[src/rtl/audio_pkg.sv]
// Shared audio constants and encodings for the tone generator.
package audio_pkg;

    localparam int SAMPLE_W       = 16;
    localparam int AMP_MAX        = 32767;
    localparam int SAMPLE_RATE_HZ = 44100;

    typedef enum logic [1:0] {
        WAVE_SQUARE = 2'd0,
        WAVE_SAW    = 2'd1,
        WAVE_TRI    = 2'd2,
        WAVE_SILENT = 2'd3
    } wave_e;

    typedef enum logic [1:0] {
        ST_IDLE = 2'd0,
        ST_CALC = 2'd1,
        ST_HOLD = 2'd2
    } state_e;

endpackage

[src/rtl/audio_tone_gen_if.sv]
// Sample request / sample delivery bus between the tone generator and the I2S side.
interface audio_tone_gen_if
    import audio_pkg::*;
#(
    parameter int SAMPLE_W = audio_pkg::SAMPLE_W
);
    logic                sample_req;
    logic                out_valid;
    logic                out_ready;
    logic [SAMPLE_W-1:0] sample_out;

    // Tone generator side
    modport master (input sample_req, input out_ready, output out_valid, output sample_out);
    // Serializer side
    modport slave  (output sample_req, output out_ready, input out_valid, input sample_out);
endinterface

[src/rtl/audio_tone_gen_shaper.sv]
// Combinational waveform shaper: phase top bits -> shaped, attenuated sample.
// Triangle is built only when AUDIO_TONE_GEN_TRI_EN is defined; otherwise it reads as silence.
module tone_wave_shaper
    import audio_pkg::*;
#(
    parameter int SAMPLE_W = audio_pkg::SAMPLE_W
) (
    input  logic [SAMPLE_W-1:0] i_top,
    input  logic [1:0]          i_wave_sel,
    input  logic [3:0]          i_volume,
    input  logic                i_enable,
    output logic [SAMPLE_W-1:0] o_sample
);
    localparam logic signed [SAMPLE_W-1:0] AMP = SAMPLE_W'(AMP_MAX);

    logic signed [SAMPLE_W-1:0] w_shaped;

`ifdef AUDIO_TONE_GEN_TRI_EN
    // Position inside the current quarter period, doubled to span 0..AMP
    logic [SAMPLE_W-1:0] w_ramp;
    assign w_ramp = {1'b0, i_top[SAMPLE_W-3:0], 1'b0};
`endif

    // Shape the waveform, then attenuate with a sign-preserving shift
    always_comb begin
        w_shaped = '0;
        if (i_enable) begin
            case (i_wave_sel)
                WAVE_SQUARE: w_shaped = i_top[SAMPLE_W-1] ? -AMP : AMP;
                WAVE_SAW:    w_shaped = i_top ^ {1'b1, {(SAMPLE_W-1){1'b0}}};
`ifdef AUDIO_TONE_GEN_TRI_EN
                WAVE_TRI: begin
                    case (i_top[SAMPLE_W-1 -: 2])
                        2'd0:    w_shaped = w_ramp;
                        2'd1:    w_shaped = AMP - w_ramp;
                        2'd2:    w_shaped = -w_ramp;
                        default: w_shaped = w_ramp - AMP;
                    endcase
                end
`endif
                default:     w_shaped = '0;
            endcase
        end
        o_sample = w_shaped >>> i_volume;
    end
endmodule

[src/rtl/audio_tone_gen.sv]
// Tone generator: phase accumulator advanced once per sample request, with a
// three-state request/compute/hold handshake and a sticky overrun flag.
// Optional triangle shaper: define AUDIO_TONE_GEN_TRI_EN.
module audio_tone_gen
    import audio_pkg::*;
#(
    parameter int PHASE_W  = 24,
    parameter int SAMPLE_W = audio_pkg::SAMPLE_W
) (
    input  logic               clk,
    input  logic               rst,
    input  logic               enable,
    input  logic [PHASE_W-1:0] freq_inc,
    input  logic [1:0]         wave_sel,
    input  logic [3:0]         volume,
    audio_tone_gen_if.master   bus,
    output logic               overrun,
    input  logic               overrun_clr
);
    state_e              r_state, w_next;
    logic                w_accept, w_drop;
    logic [PHASE_W-1:0]  r_phase;
    logic                r_en;
    logic [1:0]          r_ws;
    logic [3:0]          r_vol;
    logic [SAMPLE_W-1:0] r_sample, w_sample;

    // State register
    always_ff @(posedge clk or posedge rst) begin
        if (rst) r_state <= ST_IDLE;
        else     r_state <= w_next;
    end

    // Next state; a request is taken only in IDLE, anything else is a drop
    always_comb begin
        w_next   = r_state;
        w_accept = 1'b0;
        w_drop   = 1'b0;
        case (r_state)
            ST_IDLE: begin
                if (bus.sample_req) begin
                    w_next   = ST_CALC;
                    w_accept = 1'b1;
                end
            end
            ST_CALC: begin
                w_drop = bus.sample_req;
                w_next = ST_HOLD;
            end
            ST_HOLD: begin
                w_drop = bus.sample_req;
                if (bus.out_ready) w_next = ST_IDLE;
            end
            default: w_next = ST_IDLE;
        endcase
    end

    // Latch controls and advance the phase on each accepted request
    always_ff @(posedge clk or posedge rst) begin
        if (rst) begin
            r_phase <= '0;
            r_en    <= 1'b0;
            r_ws    <= WAVE_SILENT;
            r_vol   <= '0;
        end else if (w_accept) begin
            r_en    <= enable;
            r_ws    <= wave_sel;
            r_vol   <= volume;
            r_phase <= enable ? r_phase + freq_inc : '0;
        end
    end

    tone_wave_shaper #(.SAMPLE_W(SAMPLE_W)) u_shaper (
        .i_top      (r_phase[PHASE_W-1 -: SAMPLE_W]),
        .i_wave_sel (r_ws),
        .i_volume   (r_vol),
        .i_enable   (r_en),
        .o_sample   (w_sample)
    );

    // Register the shaped sample in CALC; it then holds through HOLD
    always_ff @(posedge clk or posedge rst) begin
        if (rst)                    r_sample <= '0;
        else if (r_state == ST_CALC) r_sample <= w_sample;
    end

    // Sticky overrun: a drop wins over a simultaneous clear
    always_ff @(posedge clk or posedge rst) begin
        if (rst)              overrun <= 1'b0;
        else if (w_drop)      overrun <= 1'b1;
        else if (overrun_clr) overrun <= 1'b0;
    end

    assign bus.out_valid  = (r_state == ST_HOLD);
    assign bus.sample_out = r_sample;
endmodule

[src/flat_wrapper.sv]
// flat-port wrapper written by rule: the top's interface ports become plain ports
module audio_tone_gen_flat import audio_pkg::*;
#(
    parameter int PHASE_W  = 24,
    parameter int SAMPLE_W = audio_pkg::SAMPLE_W
)
  (clk, rst, enable, freq_inc, wave_sel, volume, overrun, overrun_clr, bus_sample_req, bus_out_ready, bus_out_valid, bus_sample_out);
  audio_tone_gen_if #(.SAMPLE_W(SAMPLE_W)) bus_i ();
  input  logic clk;
  input  logic rst;
  input  logic enable;
  input  logic [PHASE_W-1:0] freq_inc;
  input  logic [1:0] wave_sel;
  input  logic [3:0] volume;
  output logic overrun;
  input  logic overrun_clr;
  input wire logic [$bits(bus_i.sample_req)-1:0] bus_sample_req;
  input wire logic [$bits(bus_i.out_ready)-1:0] bus_out_ready;
  output wire logic [$bits(bus_i.out_valid)-1:0] bus_out_valid;
  output wire logic [$bits(bus_i.sample_out)-1:0] bus_sample_out;
  assign bus_i.sample_req = bus_sample_req;
  assign bus_i.out_ready = bus_out_ready;
  assign bus_out_valid = bus_i.out_valid;
  assign bus_sample_out = bus_i.sample_out;
  audio_tone_gen #(.PHASE_W(PHASE_W), .SAMPLE_W(SAMPLE_W)) u_core (.clk(clk), .rst(rst), .enable(enable), .freq_inc(freq_inc), .wave_sel(wave_sel), .volume(volume), .bus(bus_i), .overrun(overrun), .overrun_clr(overrun_clr));
endmodule
[config.mk]
export PLATFORM = sky130hd
export DESIGN_NAME = audio_tone_gen_flat
export DESIGN_NICKNAME = d
export VERILOG_FILES = /design/src/rtl/audio_pkg.sv /design/src/rtl/audio_tone_gen_if.sv /design/src/rtl/audio_tone_gen_shaper.sv /design/src/rtl/audio_tone_gen.sv /design/src/flat_wrapper.sv
export SDC_FILE = /design/constraint.sdc
export NUM_CORES = 1
export LEC_CHECK = 0
export BUFFER_PORTS_ARGS = -buffer_cell sky130_fd_sc_hd__buf_2
export CAP_MARGIN = 40
export CORE_ASPECT_RATIO = 1.2
export CORE_MARGIN = 2
export CORE_UTILIZATION = 55
export DETAILED_ROUTE_END_ITERATION = 8
export GPL_TIMING_DRIVEN = 1
export PLACE_DENSITY = 0.8
export RECOVER_POWER = 100
export SLEW_MARGIN = 20
export SYNTH_ARGS = -nofsm -noshare
export SYNTH_HDL_FRONTEND = slang
export SYNTH_SLANG_ARGS = --single-unit
[constraint.sdc]
create_clock -name clk -period 2.93 [get_ports clk]
set_input_delay 0.586 -clock clk [delete_from_list [all_inputs] [get_ports clk]]
set_output_delay 0.586 -clock clk [all_outputs]
set_load 0.02 [all_outputs]
* Yosys cells after proc, flatten, opt, wreduce, memory -nomap -nowiden *
Cells that the tools add are included.
W data, S select, Z words.

storage, ports and cells
  flip-flop bits (word level) = 50
  input port bits = 36
  output and inout port bits = 18
  logic and storage cells = 32

cells by class
  add/subtract/negate cells = 1
  equality and inequality tests = 5
  shift operators = 1
  multiplexer cells = 12
  bitwise logic cells = 1
  reduce and logical (&&, ||, !) cells = 5

operators by type and width
  kind                  number
  $mux W16              2
  $pmux W16 S2          1
  $add A24 B24 Y24      1
  $mux W24              1
  $sshr A16 B4 Y16      1
  $pmux W2 S3           1
  $mux W1               5
  $eq A2 B1 Y1 const B  2
  $logic_not A2 Y1      2
  $mux W2               2
  $ne A2 B2 Y1 const B  2
  $eq A2 B2 Y1 const B  1
  $reduce_and A2 Y1     1
  $reduce_bool A2 Y1    1
  $reduce_or A2 Y1      1
  $not A1 Y1            1

* Longest topological paths before layout *
  depth in word-level cells = 4
  gate-level depth with buffers = 9
  depth with buffers taken out = 9

* Hierarchy *
Synthesis repeated with hierarchy kept, for this count alone.

unflattened totals
  cell total of the unflattened synthesis = 461
  area total of the unflattened synthesis = 4072.7 um^2

modules (own cells, without submodules)
  module            instances  cells an instance  area each (um^2)  sequential area each (um^2)
  audio_tone_gen    1          310                3052.9            1253.7
  tone_wave_shaper  1          151                1019.7            0.0

* Worst setup path after synthesis *
OpenSTA, ideal clock, no wires.

  path kind = in2reg
  start point = input port freq_inc[0]
  end point = register u_core.r_phase[20]
  setup time = 0.122 ns
  arrival time = 2.731 ns
  required time = 2.808 ns
  setup slack = 0.077 ns
  cell stages on the path = 9
  path buffers = 0
  cell sequence = ha_1 -> fa_1 -> a21oi_1 -> o21a_2 -> o21ai_2 -> a221o_2 -> and4_4 -> or3_1 -> a32o_1

between the ends
  word-level cells in the longest chain between the ends = 2

RTL lines
  what                    RTL line              source
  start: declaration      flat_wrapper.sv:12    input logic [PHASE_W-1:0] freq_inc;
  $add A24 B24 Y24        audio_tone_gen.sv:69  r_phase <= enable ? r_phase + freq_inc : '0;
  $mux W24                audio_tone_gen.sv:69
  end signal: assignment  audio_tone_gen.sv:69
  end: declaration        audio_tone_gen.sv:22  logic [PHASE_W-1:0] r_phase;

Every way passes these cells.
A chain may end at the register's enable or synchronous reset.

* Worst setup path in the final report *
  start point = register u_core.r_phase[0]
  end point = register u_core.r_phase[21]

between the ends
  word-level cells in the longest chain between the ends = 2

RTL lines
  what              RTL line
  $add A24 B24 Y24  audio_tone_gen.sv:69
  $mux W24          audio_tone_gen.sv:69

Every way passes these cells.

==> impl_metrics.tcl <==
set metrics [dict create \
    outcome "finished clean" \
    yosysTopAreaCell "dfrtp_1" \
    antenna_found_initial 0 \
    p_leak_uw 0.002070 \
    drv_slew 0 \
    wire_per_inst_um 16.40 \
    peakVddDrop_mv 0.5017 \
    drv_cap 0 \
    cts_tree "done" \
    cp.depth 9 \
    yosysWarnings 0 \
    drt-initial-drc-count 206 \
    core_area_mm2 0.006895 \
    routed_via_density 6.154 \
    cp_slowest_cell "or3_1" \
    cts_hold_buf 0 \
    synth_area_leaders "dfrtp_1 30%, ha_1 8.8%, mux2_2 5.7%" \
    clk-insertion-delay-late_ns 0.31 \
    finClkSkew_ns 0.004392 \
    ys_seq_area_share_pct 31.59 \
    async_reset_ff_share_pct 100.0 \
    diodes 0 \
    routed_wl_um 9690 \
    grt_overflow 0 \
    startpoint_type "flip-flop" \
    min_period_ns 2.762 \
    crit_chain "ha_1, clkbuf_4, a211oi_1, nor3_1, or3_1, a41o_1, a21oi_1, a21oi_1, o311ai_0" \
    netlist_area_mm2 0.003969 \
    r2r-end "u_core.r_phase[21]" \
    clkSinkCount 50 \
    syn_avg_cell_area_um2 8.839 \
    htree_num_levels 2 \
    slowest_delay_ns 0.42 \
    cp_common_cell "a21oi_1" \
    finalHoldViolCount 0 \
    synth-seq-cells 50 \
    cp.arrival_ns 2.96 \
    numCtsBuffers 5 \
    rrSetupSlack_ns 0.17 \
    via_count 3637 \
    ios 54 \
    synth-edff-count 0 \
    root_buffer "clkbuf_8" \
    fmax_mhz 362.0 \
    grt_start_max_net_pins 51 \
    required_ns 3.13 \
    initial_core_util_pct 57.56 \
    path_clk_slew_ns 0.10 \
    die_w_um 81.55 \
    path_delay_family "compound AO/OA/AOI/OAI gates" \
    synthCells 449 \
    stdcell_count 591 \
    die_h_um 97.06 \
    grt_pass1_wl_um 15920 \
    drt_first_pass_iters 5 \
    critPathMaxFanout 3 \
    row_count 33 \
    fin_ws_ns 0.1679 \
    fin_crit_sh_pct 94.27 \
    synth_flop_cell "dfrtp_1" \
    synth_nets 514 \
    rr_worst_depth 9 \
    cp-startpoint "u_core.r_phase[0]" \
    dieArea_mm2 0.007914 \
    ant_nets 0 \
    finalSetupViolCount 0 \
    layout-drive-gt1-share_pct 18.25 \
    regToRegStartpoint "u_core.r_phase[0]" \
    hp-class "input pin to flip-flop" \
    dp_hpwl_um 7412 \
    slew_headroom_pct 17.06 \
    place_congestion 0.9729 \
    synth.distinct_cells 69 \
    dp.cells 583 \
    nNetsFinal 568 \
    endpoint "u_core.r_phase[21]" \
    grt_pass1_vias 3467 \
    criticalPathCategory "flip-flop to flip-flop" \
    critPathBufInv 1 \
    rsz0062_at_grt "false" \
    p_per_area_mw_per_mm2 1115 \
    io_buffer_count 53 \
    drc 0 \
    area_delta_synth_final_pct 11.57 \
    grt_use_total_pct 25.23 \
    clk_path_buf_depth 2 \
    pre_cts_slack_ns -0.1381 \
    synth_top_area_share_pct 30.26 \
    crit_path_end_kind "flip-flop" \
    worst_pin_slew_ns 1.244 \
]
placed cells by master (no fill, tap or decap), types with 3 or more instances in the layout:
cell type and count:
ha_1 28, a21o_1 11, nor3b_1 3, o22ai_1 5
o21ai_0 41, nand2_1 49, a211oi_1 7, xnor2_1 9
a21oi_1 37, a2111oi_0 3, nand3_1 9, nor3_1 5
buf_4 10, nor2b_1 4, o21bai_1 3, o211ai_1 8
clkbuf_8 5, buf_2 35, nand4_1 3, inv_1 19
mux2_2 20, mux2i_1 21, xor2_1 8, nor2_1 27
clkbuf_1 23, o21a_1 3, dfrtp_1 48, nand2b_1 6
Yosys cell counts (3+ instances only):
library cell,number
buf_1,3
o21a_1,3
a21oi_1,37
clkbuf_1,15
xnor2_1,9
nor3_1,5
nand2b_1,6
nor2b_1,4
nand4_1,3
mux2i_1,21
mux2_2,20
nor2_1,27
xor2_1,8
nand2_1,49
inv_1,19
a211oi_1,7
dfrtp_1,48
a21o_1,11
o21bai_1,3
o22ai_1,5
buf_2,3
nand3_1,9
o21ai_0,41
a2111oi_0,3
ha_1,28
o211ai_1,8
nor3b_1,3
power breakdown:
part           internal [uW]  switching (uW)  total, uW
clock network            256             249        506
registers               1010             439       1450
logic                   1300            1680       2980
routing by layer:
metal / share of wire [%] / global-route usage (%) / vias to the layer above
li1: - / - / 1750
met2: 52 / 44.20 / 139
met3: 5.2 / 4.089 / 27
met4: 2.3 / 8.344 / 0
met1: 40 / 30.69 / 1721
met5: 0 / 0 / -
kinds of logic (layout without fill, tap and decap cells):
logic type,count (synthesis),count (layout),share of synthesized area (%)
AO/OA/AOI/OAI,150,150,25.38
XOR/XNOR,17,17,3.752
adder cells (fa/ha/maj),29,29,9.332
buffers and inverters,42,97,4.571
flip-flops,50,50,31.59
multiplexers,42,42,11.54
AND/OR/NAND/NOR,119,119,13.84
worst min path at each step:
stage / to / startpoint / cells past startpoint
after floorplan: u_core.r_phase[0] / u_core.r_phase[0] / 2
after global placement: u_core.r_phase[7] / u_core.r_phase[7] / 2
after detailed placement: u_core.r_phase[4] / u_core.r_phase[4] / 2
after global routing: u_core.overrun / overrun_clr / 2
after CTS: u_core.overrun / overrun_clr / 2
final: u_core.overrun / overrun_clr / 2
worst reg2reg max path, cell delays in order (launching register included):
cell	delay (ns)
dfrtp_1	0.40
ha_1	0.21
clkbuf_4	0.15
a211oi_1	0.33
nor3_1	0.13
or3_1	0.42
a41o_1	0.22
a21oi_1	0.35
a21oi_1	0.12
o311ai_0	0.33
through the flow:
stage               instance area, um^2  utilization, %  power, uW    TNS, ns  hold slack [ns]
floorplan                          3969               -       3691          0           0.4538
global placement                   4360           63.24       4341  -0.004039           0.4685
detailed placement                 4360           63.24       4444    -0.4037           0.4798
CTS                                4473           64.87       4968          0           0.4409
global route                       4428           64.22       5352          0           0.4630
finish                             4428           64.22       4936          0           0.4517
repair_timing:
| action | CTS | global route |
|---|---|---|
| buffers inserted | 0 | 0 |
| gates resized for setup | 0 | 1 |
| endpoints found under the setup margin | 0 | 1 |
registers in the layout, indices dropped and copies added, names as in the netlist:
signal,cells
u_core.bus.sample_out,16
u_core.r_phase,24
u_core.r_ws,2
u_core.r_en,1
u_core.overrun,1
u_core.r_state,2
u_core.r_vol,4
final cells by class:
cell class / instances / area (um^2)
Sequential cell: 50 / 1254
Timing Repair Buffer: 70 / 349.1
Multi-Input combinational cell: 357 / 2532
Clock inverter: 3 / 43.79
Fill cell: 613 / 2467
Tap cell: 87 / 108.9
Clock buffer: 5 / 68.82
Inverter: 19 / 71.32
Power figures use the tool's default switching activity.
